[src/rtl/instr_fetch_unit_pkg.sv]
// Shared types and constants for the instruction fetch stage.
// Provides the NOP encoding, the sequential PC step and the default fetch-queue entry layout.
package if_pkg;

    localparam int IF_ADDR_W  = 32;
    localparam int IF_INSTR_W = 32;

    localparam int unsigned PC_STEP = 4;
    localparam logic [IF_INSTR_W-1:0] INSTR_NOP = '0;

    typedef struct packed {
        logic [IF_ADDR_W-1:0]  pc;
        logic [IF_INSTR_W-1:0] instr;
    } fq_entry_t;

endpackage

[src/rtl/instr_fetch_unit_fetch_queue.sv]
// Synchronous FIFO holding fetched {pc, instr} entries between the IF stage and ID.
// Clear beats push/pop; a push into a full queue is accepted only alongside a pop.
module fetch_queue
    import if_pkg::*;
#(
    parameter int  DEPTH = 4,
    parameter type T     = fq_entry_t
) (
    input  logic                       clk,
    input  logic                       reset,
    input  logic                       i_clear,
    input  logic                       i_push,
    input  T                           i_push_data,
    input  logic                       i_pop,
    output T                           o_head,
    output logic [$clog2(DEPTH+1)-1:0] o_count,
    output logic                       o_empty,
    output logic                       o_full
);

    localparam int PTR_W = (DEPTH > 1) ? $clog2(DEPTH) : 1;
    localparam int CNT_W = $clog2(DEPTH + 1);
    localparam logic [PTR_W-1:0] LAST_PTR = PTR_W'(DEPTH - 1);

    T                 r_mem [DEPTH];
    logic [PTR_W-1:0] r_rd_ptr;
    logic [PTR_W-1:0] r_wr_ptr;
    logic [CNT_W-1:0] r_count;
    logic             w_push;
    logic             w_pop;

    function automatic logic [PTR_W-1:0] nextPtr(input logic [PTR_W-1:0] p);
        return (p == LAST_PTR) ? '0 : p + PTR_W'(1);
    endfunction

    assign o_empty = (r_count == '0);
    assign o_full  = (r_count == CNT_W'(DEPTH));
    assign o_count = r_count;
    assign o_head  = r_mem[r_rd_ptr];
    assign w_pop   = i_pop && !o_empty;
    assign w_push  = i_push && (!o_full || w_pop);

    always_ff @(posedge clk or posedge reset) begin
        if (reset) begin
            r_rd_ptr <= '0;
            r_wr_ptr <= '0;
            r_count  <= '0;
        end else if (i_clear) begin
            r_rd_ptr <= '0;
            r_wr_ptr <= '0;
            r_count  <= '0;
        end else begin
            if (w_push) r_wr_ptr <= nextPtr(r_wr_ptr);
            if (w_pop)  r_rd_ptr <= nextPtr(r_rd_ptr);
            case ({w_push, w_pop})
                2'b10:   r_count <= r_count + CNT_W'(1);
                2'b01:   r_count <= r_count - CNT_W'(1);
                default: r_count <= r_count;
            endcase
        end
    end

    // Storage needs no reset: entries are only visible once the count covers them.
    always_ff @(posedge clk) begin
        if (w_push && !i_clear) r_mem[r_wr_ptr] <= i_push_data;
    end

endmodule

[src/rtl/instr_fetch_unit.sv]
// IF stage: owns the PC, issues credit-limited fetches and hands queued words to ID.
// Optional macro IF_PERF_CNT_EN adds fetch and redirect event counters.
module instr_fetch_unit
    import if_pkg::*;
#(
    parameter int                ADDR_W   = 32,
    parameter int                INSTR_W  = 32,
    parameter int                FQ_DEPTH = 4,
    parameter logic [ADDR_W-1:0] RESET_PC = '0
) (
    input  logic               clk,
    input  logic               reset,
    output logic               imem_req,
    output logic [ADDR_W-1:0]  imem_addr,
    input  logic [INSTR_W-1:0] imem_rdata,
    input  logic               redirect_valid,
    input  logic [ADDR_W-1:0]  redirect_pc,
    output logic               id_valid,
    input  logic               id_ready,
    output logic [INSTR_W-1:0] id_instr,
    output logic [ADDR_W-1:0]  id_pc,
    output logic [ADDR_W-1:0]  id_pc_plus_4
`ifdef IF_PERF_CNT_EN
   ,output logic [31:0]        perf_fetch_cnt,
    output logic [31:0]        perf_redirect_cnt
`endif
);

    localparam int CNT_W = $clog2(FQ_DEPTH + 1);
    localparam logic [ADDR_W-1:0] PC_INC = ADDR_W'(PC_STEP);

    typedef struct packed {
        logic [ADDR_W-1:0]  pc;
        logic [INSTR_W-1:0] instr;
    } entry_t;

    logic [ADDR_W-1:0] r_pc;
    logic              r_inflight;
    logic [ADDR_W-1:0] r_inflight_pc;

    entry_t            w_head;
    entry_t            w_push_data;
    logic [CNT_W-1:0]  w_count;
    logic [CNT_W:0]    w_used;
    logic              w_empty;
    logic              w_full;
    logic              w_credit;
    logic              w_push;
    logic              w_pop;

    // An issued fetch reserves a queue slot, so its response can always be enqueued.
    assign w_used   = {1'b0, w_count} + {{CNT_W{1'b0}}, r_inflight};
    assign w_credit = !w_full && (w_used < (CNT_W + 1)'(FQ_DEPTH));
    assign imem_req = !reset && !redirect_valid && w_credit;
    assign imem_addr = r_pc;

    assign w_push      = r_inflight && !redirect_valid;
    assign w_push_data = '{pc: r_inflight_pc, instr: imem_rdata};
    assign w_pop       = !w_empty && id_ready;

    always_ff @(posedge clk or posedge reset) begin
        if (reset) begin
            r_pc          <= RESET_PC;
            r_inflight    <= 1'b0;
            r_inflight_pc <= RESET_PC;
        end else if (redirect_valid) begin
            r_pc       <= redirect_pc;
            r_inflight <= 1'b0;
        end else begin
            r_inflight <= imem_req;
            if (imem_req) begin
                r_inflight_pc <= r_pc;
                r_pc          <= r_pc + PC_INC;
            end
        end
    end

    fetch_queue #(
        .DEPTH (FQ_DEPTH),
        .T     (entry_t)
    ) u_fetch_queue (
        .clk         (clk),
        .reset       (reset),
        .i_clear     (redirect_valid),
        .i_push      (w_push),
        .i_push_data (w_push_data),
        .i_pop       (w_pop),
        .o_head      (w_head),
        .o_count     (w_count),
        .o_empty     (w_empty),
        .o_full      (w_full)
    );

    assign id_valid     = !w_empty;
    assign id_instr     = w_empty ? INSTR_W'(INSTR_NOP) : w_head.instr;
    assign id_pc        = w_empty ? '0 : w_head.pc;
    assign id_pc_plus_4 = w_empty ? '0 : w_head.pc + PC_INC;

`ifdef IF_PERF_CNT_EN
    always_ff @(posedge clk or posedge reset) begin
        if (reset) begin
            perf_fetch_cnt    <= '0;
            perf_redirect_cnt <= '0;
        end else begin
            if (imem_req)       perf_fetch_cnt    <= perf_fetch_cnt + 32'd1;
            if (redirect_valid) perf_redirect_cnt <= perf_redirect_cnt + 32'd1;
        end
    end
`endif

endmodule

[config.mk]
export PLATFORM = sky130hd
export DESIGN_NAME = instr_fetch_unit
export DESIGN_NICKNAME = d
export VERILOG_FILES = /design/src/rtl/instr_fetch_unit_pkg.sv /design/src/rtl/instr_fetch_unit_fetch_queue.sv /design/src/rtl/instr_fetch_unit.sv
export SDC_FILE = /design/constraint.sdc
export NUM_CORES = 1
export LEC_CHECK = 0
export CORE_UTILIZATION = 35
export DETAILED_ROUTE_END_ITERATION = 7
export SLEW_MARGIN = 40
export SYNTH_ARGS = -nofsm -noshare
export SYNTH_HDL_FRONTEND = slang
export SYNTH_HIERARCHICAL = 1
export SYNTH_SLANG_ARGS = --single-unit
[constraint.sdc]
create_clock -name clk -period 19.68 [get_ports clk]
set_clock_uncertainty 0.05 [all_clocks]
set_input_delay 2.952 -clock clk [delete_from_list [all_inputs] [get_ports clk]]
set_output_delay 2.952 -clock clk [all_outputs]
set_load 0.005 [all_outputs]
== Word-level counts from Yosys, hierarchy flattened ==
Memory sizes are Yosys's and may differ from the RTL's.
Cells that the tools add are included.
W data, S select, Z words.

* Add/sub/neg operators: 7
* Order comparisons: 1
* Eq/ne operators: 5
* Muxes and demuxes: 16
* Bitwise logic cells: 1
* Reductions and logical operators: 19

{| class="wikitable"
|+ Operators with widths
! operator !! count
|-
| $mux W32 || 5
|-
| $add A32 B3 Y32 const B || 2
|-
| $mux W2 || 6
|-
| $logic_and A1 B1 Y1 || 8
|-
| $eq A2 B2 Y1 const B || 3
|-
| $pmux W3 S2 || 1
|-
| $reduce_bool A2 Y1 || 3
|-
| $add A2 B1 Y2 const B || 2
|-
| $add A3 B1 Y4 || 1
|-
| $logic_not A1 Y1 || 4
|-
| $lt A4 B3 Y1 const B || 1
|-
| $add A3 B1 Y3 const B || 1
|-
| $eq A3 B3 Y1 const B || 1
|-
| $logic_not A3 Y1 || 1
|-
| $mux W1 || 3
|-
| $mux W3 || 1
|-
| $reduce_bool A3 Y1 || 1
|-
| $sub A3 B1 Y3 const B || 1
|-
| $eq A2 B1 Y1 const B || 1
|-
| $reduce_and A2 Y1 || 1
|-
| $logic_or A1 B1 Y1 || 1
|-
| $not A1 Y1 || 1
|}

* Register bits after elaboration: 72
* RAM bits: 256
* Bits of input ports: 68
* Output and inout bits: 130
* Word-level logic and storage cells: 56
* Memories: 1

{| class="wikitable"
|+ Memory list
! name !! words !! bits a word !! rd ports !! clocked after memory_dff !! wr ports !! RTL line !! source
|-
| u_fetch_queue.r_mem || 4 || 64 || 1 || 0 || 1 || instr_fetch_unit_fetch_queue.sv:25 || <nowiki>T r_mem [DEPTH];</nowiki>
|}

== Logic depth before layout (Yosys ltp) ==
* Depth in word-level cells: 9
* Depth in mapped cells: 11
* Depth with buffers taken out: 8

== Modules after synthesis ==
Netlist, hierarchy kept.

{| class="wikitable"
|+ By module, submodules not included
! module !! instances !! cells each !! area an instance (µm²) !! seq. area each (µm²)
|-
| fetch_queue || 1 || 399 || 9,793.1 || 7,862.5
|-
| instr_fetch_unit || 1 || 542 || 4,256.6 || 1,626.6
|}

== Worst setup path before layout ==
No wires, ideal clock.

* Path type: input port to flip-flop
* From: in redirect_valid
* To: mem u_fetch_queue/r_mem[0][0] in the netlist's numbering, enable pin
* Library setup time: 578 ps
* Arrival: 8,719 ps
* Required time: 19,052 ps
* Setup slack: 10,333 ps
* Cell stages on the path: 6
* Path buffers: 3
* Cell sequence: clkbuf_1 clkbuf_1 nor2b_1 clkbuf_1 o21ai_1 nor3b_1

* Longest elaborated chain between the ends: 6

{| class="wikitable"
|+ RTL lines
! what !! RTL line !! source
|-
| start: declaration || instr_fetch_unit.sv:16 || <nowiki>input logic redirect_valid,</nowiki>
|-
| $logic_not A1 Y1 || instr_fetch_unit.sv:57 || <nowiki>assign w_push = r_inflight && !redirect_valid;</nowiki>
|-
| $logic_and A1 B1 Y1 || instr_fetch_unit.sv:57 ||
|-
| net w_push || instr_fetch_unit.sv:48 || <nowiki>logic w_push;</nowiki>
|-
| $logic_and A1 B1 Y1 || instr_fetch_unit_fetch_queue.sv:41 || <nowiki>assign w_push = i_push && (!o_full || w_pop);</nowiki>
|-
| $logic_and A1 B1 Y1 || instr_fetch_unit_fetch_queue.sv:65 || <nowiki>if (w_push && !i_clear) r_mem[r_wr_ptr] <= i_push_data;</nowiki>
|-
| $mux W1 || instr_fetch_unit_fetch_queue.sv:65 ||
|-
| $mux W1 (not written as such) || instr_fetch_unit_fetch_queue.sv:65 ||
|-
| end: declaration || instr_fetch_unit_fetch_queue.sv:25 ||
|}

The timed path passes the listed nets, and every way through them passes these cells.

== Worst setup path in the final report ==
* From: in reset
* To: out imem_req

* Longest elaborated chain between the ends: 3

{| class="wikitable"
|+ RTL lines
! what !! RTL line !! source
|-
| start: declaration || instr_fetch_unit.sv:12 || <nowiki>input logic reset,</nowiki>
|-
| $logic_not A1 Y1 (no line) || - ||
|-
| $logic_and A1 B1 Y1 (2 in a row) || instr_fetch_unit.sv:54 || <nowiki>assign imem_req = !reset && !redirect_valid && w_credit;</nowiki>
|-
| end: declaration || instr_fetch_unit.sv:13 || <nowiki>output logic imem_req,</nowiki>
|}

No other way between the ends.

==> results.md <==
- Tcrit/Tclk final: 39.6%
- Synth Flop Type: edfxtp_1
- Slew Limit Fails: 0
- RePlAce Congestion: 0.741
- Final Hold Viols: 0
- PortBufs: 197
- Post-synth EDFFs: 256
- Ys async rst share: 22.0%
- Final WS setup: 11.89 ns
- Via count: 8501
- Mapped cell area: 0.0140 mm²
- Initial core utilization: 35.4%
- Placed wire-length estimate: 20.8 mm
- Most area-hungry cell type in the Yosys netlist: edfxtp_1
- Post-synth net total: 1017
- Hold Buf Count CTS: 0
- Synth top area cells: edfxtp_1 55%, dfrtp_1 13%, mux4_2 10%
- Most common cell after layout, fill and taps aside: edfxtp_1
- Core ar.: 0.0396 mm²
- Largest net degree at the start of global routing: 96
- Critical setup path kind: in -> out
- Remaining antenna violation count: 0
- TritonCTS clock tree: yes
- Clock Sinks: 328
- CTS buffer count: 35
- Antenna violations before repair: 0
- Mux contribution to synthesized area: 10.7%
- Fraction of layout cells with a size suffix above 1: 12.9%
- Detailed Route WL: 32.5 mm
- Die Area: 0.0409 mm²
- Post-route minimum period: 7.79 ns
- DRT iter0 DRCs: 410
- GR Overflow Total: 0
- Setup-failing EPs final: 0
- Maxcap violations: 0
- Leakage: 6.00 nW
- DP Cell Count: 1625
- Global-route wire length before repair: 50.8 mm
- Nets: 1213
- DRC violations left: 0
- Distinct cell type count after synthesis: 61
- Wire length per cell after detailed routing: 19.3 µm
- Post-Synth Simple-Gate Area: 12.8%
- # rows: 73
- Xor-xnor portion of the synthesized cell area: 1.68%
- Synth Area per Inst: 14.9 µm²
- Number of synthesized register bits: 328
- Worst skew pair latency: 0.51 ns
- Largest family of logic cells by synthesized area: simple AND/OR/NAND/NOR gates
- Worst Hold Class: reg -> reg
- TritonRoute pass-1 iters: 4
- I/O Pins: 198
- Slew margin rel.: 45.7%
- CP arrival: 4.79 ns
- Clock Pin Slew Worst Setup and Hold Paths: 0.06 ns
- Crit start category: input pin
- Crit path max fanout: 3
- Max Fclk: 0.128 GHz
- Layout area overhead: 26.3%
- Post-cts resize count: 0
- Peak supply drop: 52.7 µV
- Least-Margin Pin Slew: 0.814 ns
- Sequential area share after synthesis: 67.5%
- Power density cells: 87.2 mW/mm²
- Critical Path RT: 16.68 ns
- GRT Total Usage: 15.9%
- Root buf cell: clkbuf_16
- Pre-CTS worst setup slack: 11.84 ns
- Synth Area in Adders: 0.766%
- Post-synthesis cell count: 941
- Die X: 202 µm
- RSZ-0062 raised after global routing: no
- Clk buf depth: 3
- # H-tree levels: 2
- Setup bufs post-CTS: 0
- Setup crit end kind: output port
- Total negative setup slack: 0 ns
- Top cell type's share of synthesized area: 54.7%
- Commonest cells after routing, fill and taps aside: 256 x edfxtp_1, 196 x clkdlybuf4s50_1, 131 x nand2_1
- Status: finished clean
- Synth Warn #: 6
- Vias per inst: 5.03
- Die Height: 202 µm
- Synth Area in Compound Gates: 4.04%
- Setup slack, reg-to-reg: 16.07 ns
- Vias in the first global route: 8647
- Finished Layout Cells: 1689
-- state kept, by name (all words and copies together) (netlist names) --
register and cells:
u_fetch_queue/r_mem 256, imem_addr 32, r_inflight_pc 32, u_fetch_queue/o_count 3, u_fetch_queue/r_rd_ptr 2, u_fetch_queue/r_wr_ptr 2, r_inflight 1
-- synthesized netlist by cell type, types with 3 or more instances --
cell type	number
buf_2	9
xnor2_1	7
a21o_1	3
nor3_1	8
buf_4	9
ha_1	7
edfxtp_1	256
a31oi_1	3
nor2_1	42
mux2_2	3
and2_1	6
or3_1	5
nand2b_1	4
a22oi_1	3
and3_1	7
o21ai_0	23
nor2b_1	69
clkbuf_1	29
or4_1	3
dfrtp_1	72
o31a_1	3
nand2_1	131
o311ai_0	8
a32oi_1	3
nand4_1	21
xor2_1	20
o31ai_1	3
o211ai_1	9
inv_1	19
mux4_2	64
buf_6	3
a21oi_1	11
nor3b_1	5
nand3b_1	7
nand3_1	27
and4_1	7
-- cell families after synthesis --
| group | count (synthesis) |
|---|---|
| xor gates and xnor gates | 27 |
| AOI/OAI and AO/OA | 84 |
| DFF | 328 |
| and+or+nand+nor | 352 |
| adders and majority gates | 8 |
| muxes | 70 |
| buffers and inverters | 72 |
-- report_power, final --
group	switching (mW)	leakage (nW)	internal [mW]
clock network	0.257	0.563	0.397
registers	0.0321	3.21	0.779
logic	0.0392	2.22	0.0443
total	0.329	6.00	1.22
-- metrics by stage --
stage          utilization (%)  power (mW)  cell area (µm²)  hold WS (ns)
2_1_floorplan                -       0.851            14000         0.426
3_3_place_gp              41.7       0.905            16500         0.438
3_5_place_dp              41.9       0.909            16600         0.440
4_1_cts                   44.8        1.57            17700         0.462
5_1_grt                   44.8        1.61            17700         0.513
6_report                  44.8        1.55            17700         0.455
-- worst max-delay path, cell delays in order --
cell,delay (ns)
clkdlybuf4s50_1,0.45
or4_1,0.54
a31o_2,0.29
inv_1,0.06
clkdlybuf4s50_1,0.48
-- area by class of cell --
class	count	area, µm²
timing repair buffer	211	2100
clock buffer	45	958
sequential	328	9500
inverter	20	75.1
tap	525	657
fill	3605	21900
antenna	1	2.50
clock inverter	18	194
multi-input combinational	541	4270
-- routing by layer --
layer | track usage [%] | share of wire [%] | vias up
li1 | - | - | 3955
met1 | 23.1 | 47 | 4253
met2 | 25.1 | 47 | 258
met3 | 2.72 | 5.0 | 35
met4 | 3.46 | 1.5 | 0
met5 | 0 | 0 | -
-- worst paths after layout --
check                      cells after the start                              endpoint                                 start
min in group asynchronous                      2  u_fetch_queue/o_count[2]$_DFFE_PP0P_                                 reset
setup reg to reg                               5  u_fetch_queue/r_mem[2][20]$_DFFE_PP_  u_fetch_queue/o_count[1]$_DFFE_PP0P_
hold / removal                                 2          r_inflight_pc[0]$_DFFE_PP0P_              imem_addr[0]$_DFFE_PP0P_
max in group asynchronous                      3         r_inflight_pc[25]$_DFFE_PP0P_                                 reset
setup / recovery                               5                              imem_req                                 reset
hold reg to reg                                2          r_inflight_pc[0]$_DFFE_PP0P_              imem_addr[0]$_DFFE_PP0P_
Note: power is estimated with default switching activity, not from simulation.
